<file path="src/rtl/alarm_clock.sv">
// Alarm clock: 24h BCD timekeeping, set buttons, optional 12h display,
// loadable alarm with a timed ring and acknowledge.
module alarm_clock #(
   parameter int TICK_DIV  = 10,
   parameter int HOUR_MODE = 24,
   parameter int ALARM_MIN = 1
) (
   input  logic       clk10hz,
   input  logic       clr_n,
   input  logic       setH_n,
   input  logic       setM_n,
   input  logic       al_load,
   input  logic [7:0] al_hour,
   input  logic [7:0] al_min,
   input  logic       al_en,
   input  logic       al_ack,
   output logic [3:0] hourTens,
   output logic [3:0] hourMu,
   output logic [3:0] minTens,
   output logic [3:0] minMu,
   output logic [3:0] secTens,
   output logic [3:0] secMu,
   output logic       pm,
   output logic       sig1s,
   output logic       ring,
   output logic       al_err
);
   localparam int CW         = (TICK_DIV > 1) ? $clog2(TICK_DIV) : 1;
   localparam int RING_TICKS = ALARM_MIN * 60;
   localparam int RW         = $clog2(RING_TICKS);

   typedef enum logic {IDLE, RINGING} ringState_t;

   logic [CW-1:0] cnt, cntNext;
   logic          tick;
   logic [7:0]    hourR, minR, secR;
   logic [7:0]    hourN, minN, secN;
   logic [7:0]    alHour, alMin;
   logic [7:0]    dispHour;
   logic [4:0]    hourBin, hourAdj;
   logic          dispPm, loadOk, match;
   ringState_t    state;
   logic [RW-1:0] ringCnt;

   function automatic logic [7:0] inc60(input logic [7:0] v);
      if (v[3:0] == 4'd9) return (v[7:4] == 4'd5) ? 8'h00 : {v[7:4] + 4'd1, 4'd0};
      return {v[7:4], v[3:0] + 4'd1};
   endfunction

   function automatic logic [7:0] inc24(input logic [7:0] v);
      if (v == 8'h23) return 8'h00;
      if (v[3:0] == 4'd9) return {v[7:4] + 4'd1, 4'd0};
      return {v[7:4], v[3:0] + 4'd1};
   endfunction

   function automatic logic isBcd(input logic [7:0] v);
      return (v[7:4] <= 4'd9) && (v[3:0] <= 4'd9);
   endfunction

   assign tick    = (cnt == CW'(TICK_DIV - 1));
   assign cntNext = tick ? '0 : cnt + 1'b1;
   assign loadOk  = isBcd(al_hour) && isBcd(al_min) && (al_hour <= 8'h23) && (al_min <= 8'h59);

   // Next time of day: set buttons override normal counting and suppress carries
   always_comb begin
      hourN = hourR;
      minN  = minR;
      secN  = secR;
      if (tick) begin
         if (!setM_n || !setH_n) begin
            if (!setM_n) begin
               minN = inc60(minR);
               secN = 8'h00;
            end
            if (!setH_n) hourN = inc24(hourR);
         end else begin
            secN = inc60(secR);
            if (secR == 8'h59) begin
               minN = inc60(minR);
               if (minR == 8'h59) hourN = inc24(hourR);
            end
         end
      end
   end

   // Ring starts only on a counting tick that lands on the alarm minute
   assign match = tick && setH_n && setM_n && al_en &&
                  (secN == 8'h00) && (minN == alMin) && (hourN == alHour);

   // Display hour mapping; 12h mode folds 00 to 12 and 13-23 to 01-11
   always_comb begin
      hourBin  = 5'(hourN[7:4]) * 5'd10 + 5'(hourN[3:0]);
      hourAdj  = hourBin;
      dispHour = hourN;
      dispPm   = 1'b0;
      if (HOUR_MODE == 12) begin
         dispPm = (hourBin >= 5'd12);
         if (hourBin == 5'd0)       hourAdj = 5'd12;
         else if (hourBin > 5'd12)  hourAdj = hourBin - 5'd12;
         dispHour = (hourAdj >= 5'd10) ? {4'd1, 4'(hourAdj - 5'd10)} : {4'd0, hourAdj[3:0]};
      end
   end

   // Prescaler, time registers and registered display outputs
   always_ff @(posedge clk10hz or negedge clr_n) begin
      if (!clr_n) begin
         cnt      <= '0;
         hourR    <= 8'h00;
         minR     <= 8'h00;
         secR     <= 8'h00;
         hourTens <= 4'd0;
         hourMu   <= 4'd0;
         minTens  <= 4'd0;
         minMu    <= 4'd0;
         secTens  <= 4'd0;
         secMu    <= 4'd0;
         pm       <= 1'b0;
         sig1s    <= 1'b0;
      end else begin
         cnt      <= cntNext;
         hourR    <= hourN;
         minR     <= minN;
         secR     <= secN;
         hourTens <= dispHour[7:4];
         hourMu   <= dispHour[3:0];
         minTens  <= minN[7:4];
         minMu    <= minN[3:0];
         secTens  <= secN[7:4];
         secMu    <= secN[3:0];
         pm       <= dispPm;
         sig1s    <= (cntNext < CW'(TICK_DIV / 2));
      end
   end

   // Alarm register; malformed loads are dropped and flagged for one cycle
   always_ff @(posedge clk10hz or negedge clr_n) begin
      if (!clr_n) begin
         alHour <= 8'h00;
         alMin  <= 8'h00;
         al_err <= 1'b0;
      end else begin
         al_err <= al_load && !loadOk;
         if (al_load && loadOk) begin
            alHour <= al_hour;
            alMin  <= al_min;
         end
      end
   end

   // Ring FSM; a match outranks a same-cycle acknowledge
   always_ff @(posedge clk10hz or negedge clr_n) begin
      if (!clr_n) begin
         state   <= IDLE;
         ringCnt <= '0;
         ring    <= 1'b0;
      end else if (match) begin
         state   <= RINGING;
         ringCnt <= '0;
         ring    <= 1'b1;
      end else if (state == RINGING) begin
         if (al_ack || !al_en) begin
            state <= IDLE;
            ring  <= 1'b0;
         end else if (tick) begin
            if (ringCnt == RW'(RING_TICKS - 1)) begin
               state <= IDLE;
               ring  <= 1'b0;
            end else begin
               ringCnt <= ringCnt + 1'b1;
            end
         end
      end
   end
endmodule

</file>
<file path="config.mk">
export PLATFORM = sky130hd
export DESIGN_NAME = alarm_clock
export DESIGN_NICKNAME = d
export VERILOG_FILES = /design/src/rtl/alarm_clock.sv
export SDC_FILE = /design/constraint.sdc
export NUM_CORES = 1
export LEC_CHECK = 0
export CAP_MARGIN = 30
export CORE_AREA = 2 2 80 82
export CTS_CLUSTER_SIZE = 8
export DETAILED_ROUTE_END_ITERATION = 16
export DIE_AREA = 0 0 82 84
export PLACE_DENSITY_LB_ADDON = 0.1
export SLEW_MARGIN = 20
export SYNTH_ARGS = -nofsm -noshare
export SYNTH_HDL_FRONTEND = slang
export SYNTH_SLANG_ARGS = --single-unit
</file>
<file path="constraint.sdc">
create_clock -name clk10hz -period 7.55 [get_ports clk10hz]
set_input_delay 1.51 -clock clk10hz [delete_from_list [all_inputs] [get_ports clk10hz]]
set_output_delay 1.51 -clock clk10hz [all_outputs]
set_load 0.02 [all_outputs]
</file>
==> results of run 1 <==
-- stage by stage --
stage               power [mW]  util [%]  cells  setup WS [ps]
detailed placement       0.556      60.8    427           2840
CTS                      0.735      62.6    435           3160
finish                   0.729      62.9    436           3180
global placement         0.551      60.8    427           2910
global route             0.775      62.9    436           2960
floorplan                0.477         -    313           3830
-- critical path: cells and delay by family --
kind,cells,cell delay (ps)
buffers and inverters,1,670
AND/OR/NAND/NOR,7,1860
AO/OA/AOI/OAI,1,490
-- cells by family after synthesis --
group	share of synthesized area, %
other	0.117
multiplexers	7.18
buffers and inverters	4.02
flip-flops	42.1
AO/OA/AOI/OAI	15.4
AND/OR/NAND/NOR	23.0
adder cells (fa/ha/maj)	3.51
XOR/XNOR	4.64
-- layout make-up --
cell class | instances | area [um^2]
fillers | 524 | 2260
multi-input cells | 235 | 1730
flip-flops and latches | 54 | 1350
repair buffers | 51 | 504
clock buffers | 8 | 110
well taps | 77 | 96.3
inverters | 11 | 41.3
-- power breakdown --
part	total [mW]	switching [mW]	internal [mW]
Clock	0.179	0.0865	0.0926
Sequential	0.352	0.0359	0.316
Combinational	0.198	0.100	0.0976
-- cells in the mapped netlist, types with 3 or more instances --
cell and number:
inv_1 11, a31oi_1 5, dfrtp_1 54, mux2i_1 5
buf_6 3, o31ai_1 6, nand2b_1 7, nand2_1 20
mux2_2 16, nand4_1 6, clkbuf_1 5, ha_1 9
nor3b_1 3, a21oi_1 11, or4_1 6, xnor2_1 11
o41ai_1 6, xor2_1 6, o21ai_0 19, nand3_1 12
and3_1 5, nor2b_1 7, buf_4 3, nor4_1 3
a211oi_2 3, nor2_1 17
-- registers in the layout, indices dropped and copies added, names as in the netlist --
signal / flops
sig1s: 1
alHour: 8
cnt: 4
al_err: 1
minR: 8
ring: 1
state: 1
alMin: 8
hourR: 8
ringCnt: 6
secR: 8
-- how the worst min path moves through the flow --
stage          slack [ps]   from  cells past startpoint    end
2_1_floorplan         460  state                      1  state
3_3_place_gp          460   ring                      1   ring
3_5_place_dp          470   ring                      1   ring
4_1_cts               490   ring                      1   ring
5_1_grt               520   ring                      1   ring
6_report              480   ring                      1   ring
-- routing by layer --
metal / track usage (%) / part of all wire [%] / vias up
met4: 6.97 / 1.6 / 0
met3: 3.14 / 5.2 / 13
met5: 0 / 0 / -
li1: - / - / 1256
met1: 30.0 / 45 / 1243
met2: 34.7 / 48 / 81
==> metrics, run 1 <==
crit path to=ringCnt[2]; root buf cell=clkbuf_8; register bit total from synthesis=54; power density over cell area=190 mW/mm^2; # diodes=0; TritonCTS clock tree=yes; Post-Route WL=between 6000 and 7000 um; site row count=29; CP Launch Type=input port; CTS-repair resized insts=0; Setup TNS=0 ps; post-synthesis sequential area ratio=42.1%; top cells by area, synth=dfrtp_1, mux2_2, ha_1, xnor2_1, o21ai_0; Worst-Margin Slew=675 ps; DRC=0; top-area cell type share of the netlist area=42.1%; fraction of layout cells with a size suffix above 1=between 10 and 15%; die area=0.00689 mm^2; commonest non-fill, non-tap cells in the layout=dfrtp_1, clkdlybuf4s50_1, nand2_1; total of warnings raised by yosys=0; vias in the first global route=2450; total gr overflow=0; GP Congestion=0.903; largest net degree at the start of global routing=55; clock buffer count from CTS=5; CP Cell Sequence=clkdlybuf4s50_1 -> nand4b_1 -> o41a_1 -> or4_4 -> and3_4 -> nor4_2 -> nand4_1 -> nor4_4 -> nor2_1; via count=about 2600; async set or reset register ratio after synthesis=100%; HP Class=reg -> reg; Clock Pin Slew Worst Setup and Hold Paths=90 ps; Final Hold Fails=0; vias per inst=5.95; Hold-fix buffers, CTS=0; count of cell types in the netlist=between 60 and 70; Die Width=approximately 80 um; Max VDD drop=0.000115 V; Hold WS=485 ps; RSZ-0062 raised after global routing=false; Final ANT Viol Nets=0; CP Class=in -> reg; CTS Buffer Depth=2; max_slew headroom=55.0%; max-slew violations=0; ys flop type=dfrtp_1; Die Y=84 um; syn avg cell area=10.2 um^2; H-tree depth=2; leak pwr=approximately 1.7 nW; max_cap viols=0; crit path DAT=~4500 ps; critical path fanouts, max=12; Worst Setup End Kind=flip-flop; Mapped Area=0.00321 mm^2; DP Wirelength=a little over 5000 um; post-CTS setup buffer count=0; Reg-to-Reg Start=secR[1]; clock sink count=54; R2R depth=8; EDFF count, synth=0; first-pass GRT wire length=roughly 12000 um; Cells after Synth=313; worst setup path startpoint=setM_n; drt pass-1 iters=4; reg2reg end=ringCnt[2]; Cell Area, Placed=0.00371 mm^2; Area Overhead vs Synth=19.6%; Clk Latency, worst-skew pair=approximately 300 ps; fmax=229 MHz; Syn Nets=345; Tmin final=between 4000 and 5000 ps; final clock skew=between 7 and 8 ps; final instance area=roughly 0.0038 mm^2; Core Area=0.00610 mm^2; IO Pins=51; WP data required=7720 ps; status=finished clean; Crit path largest cell delay=670 ps; post-synth top area cell=dfrtp_1; GRT Util Overall=21.7%; Final Cycle Share=57.9%; final-report setup violation count=0; NumNets Final=~400; IO buf count=49; commonest non-fill, non-tap cell in the layout=dfrtp_1; initial antenna violation count=0; DRT iter0 DRCs=110; Slowest cell on crit path=clkdlybuf4s50_1; Avg WL per Cell=~16 um; R2R Setup Slk=4100 ps; Initial Utilization=between 50 and 60%
Power figures use the tool's default switching activity.
==> inputs of run 2 (changes only) <==
--- a/config.mk
+++ b/config.mk
@@ -6,10 +6,10 @@
 export NUM_CORES = 1
 export LEC_CHECK = 0
 export CAP_MARGIN = 30
-export CORE_AREA = 2 2 80 82
+export CORE_AREA = 2 2 81 83
 export CTS_CLUSTER_SIZE = 8
 export DETAILED_ROUTE_END_ITERATION = 16
-export DIE_AREA = 0 0 82 84
+export DIE_AREA = 0 0 83 85
 export PLACE_DENSITY_LB_ADDON = 0.1
 export SLEW_MARGIN = 20
 export SYNTH_ARGS = -nofsm -noshare
==> constraint.sdc (replaced) <==
create_clock -name clk10hz -period 4.35 [get_ports clk10hz]
set_input_delay 0.87 -clock clk10hz [delete_from_list [all_inputs] [get_ports clk10hz]]
set_output_delay 0.87 -clock clk10hz [all_outputs]
set_load 0.02 [all_outputs]
==> run 2 against run 1 <==
  * Critical path depth stayed put
  * Cell area is 0.75% lower
  * Total power is 67% higher
  * Combinational power is 72% higher
  * Die area is 2.4% higher
  * Critical path type unchanged
  * Highest routed layer unchanged
==> metrics, run 2 (synthesized netlist as in run 1, its figures left out) <==
max_slew headroom=43.8% (-11 points); Worst Setup End Kind=flip-flop; commonest non-fill, non-tap cells in the layout=dfrtp_1, clkdlybuf4s50_1, nand2_1; largest net degree at the start of global routing=39 (-29%); clock sink count=54 (unchanged); Clock Pin Slew Worst Setup and Hold Paths=90 ps (about the same); final-report setup violation count=0 (unchanged); Die Y=85 um (+1.2%); max-slew violations=0 (unchanged); Layout Utilization=61.4% (-1.6 points); Tot Pwr=1.22 mW (+67%); final clock skew=6.90 ps (-0.329 ps); NumNets Final=392 (+0.51%); drt pass-1 iters=4 (unchanged); Final ANT Viol Nets=0 (unchanged); HP Class=reg -> reg; fraction of layout cells with a size suffix above 1=12.2% (-0.59 points); critical path fanouts, max=9 (-3); DRC=0 (unchanged); clock buffer count from CTS=5 (unchanged); status=finished clean; Setup TNS=0 ps (unchanged); Final Cycle Share=84.2%; TritonCTS clock tree=yes; crit path DAT=3840 ps (-700 ps); total gr overflow=0 (unchanged); Avg WL per Cell=15.9 um (+1.5%); GP Congestion=0.844 (-6.6%); GRT Util Overall=20.9% (-0.80 points); Core Area=0.00620 mm^2 (+1.8%); Post-Layout Cell Count=437 (+0.23%); post-CTS setup buffer count=0 (unchanged); first-pass GRT wire length=12000 um (+2.7%); die area=0.00706 mm^2 (+2.4%); CTS Buffer Depth=2 (unchanged); Post-Route WL=6950 um (+1.7%); CP Launch Type=input port; DRT iter0 DRCs=142 (+29%); Clk Latency, worst-skew pair=300 ps (about the same); Max VDD drop=0.000213 V (+85%); Area Overhead vs Synth=18.7%; DP Worst Slack=335 ps (-2510 ps); # diodes=0 (unchanged); IO buf count=49 (unchanged); initial antenna violation count=0 (unchanged); Worst-Margin Slew=844 ps (+168 ps); RSZ-0062 raised after global routing=false; power density over cell area=319 mW/mm^2 (+68%); placed instance count=430 (+0.70%); root buf cell=clkbuf_8; leak pwr=1.64 nW (-0.62%); IO Pins=51 (unchanged); vias per inst=5.96 (+0.16%); R2R Setup Slk=860 ps (-3240 ps); vias in the first global route=2466 (+0.65%); DP Wirelength=5210 um (+2.4%); WP data required=4530 ps (-3190 ps); CTS-repair resized insts=0 (unchanged); commonest non-fill, non-tap cell in the layout=dfrtp_1; final worst-path setup slack=686 ps (-2490 ps); Hold WS=490 ps (+5.29 ps); Cell Area, Placed=0.00373 mm^2 (+0.61%); final instance area=0.00381 mm^2 (-0.75%); max_cap viols=0 (unchanged); fmax=273 MHz; H-tree depth=2 (unchanged); site row count=29 (unchanged); Initial Utilization=51.7% (-0.92 points); Final Hold Fails=0 (unchanged); Tmin final=3660 ps; Die Width=83 um (+1.2%); CP Class=in -> reg; via count=2603 (+0.39%); Hold-fix buffers, CTS=0 (unchanged)
==> run 2: cell count changes in the layout (fill, tap and decap cells not counted) <==
cell	change
buf_4	+3
buf_6	-1
clkbuf_1	+2
clkbuf_8	-3
nor4b_1	+1
nor4b_2	-1
==> run 2: per-layer routing <==
layer	global-route usage, %	wire length (um)	vias to the layer above
met4	5.37	78	0
met2	33.5	3210	69
met5	0	0	-
li1	-	-	1259
met1	29.7	3370	1266
met3	3.50	283	9
==> run 2: layout make-up <==
type                       count  area [um^2]
multi-input combinational    235         1730
fill                         536         2400
tap                           77         96.3
sequential                    54         1350
timing repair buffer          53          515
clock buffer                   7         76.3
inverter                      11         41.3
==> run 2: path summary, 6_finish.rpt <==
check	startpoint	to	cells after the start
min in group asynchronous	clr_n	sig1s	1
min reg2reg	ring	ring	1
max	setH_n	ringCnt[5]	9
min	ring	ring	1
max reg2reg	secR[1]	ringCnt[5]	8
max in group asynchronous	clr_n	cnt[1]	2
==> run 2: critical path: stages <==
cell and delay (ps):
clkdlybuf4s50_1 630, and3b_2 290, a311oi_1 100, a211o_1 290, or4b_2 670, nor4_1 270
nand4_1 210, nor4_4 400, nor2_1 110
==> run 2: report_power, final <==
group	total (mW)	switching, mW	internal (mW)
Sequential	0.612	0.0637	0.549
Combinational	0.341	0.171	0.170
Clock	0.263	0.151	0.111
Total	1.22	0.386	0.830
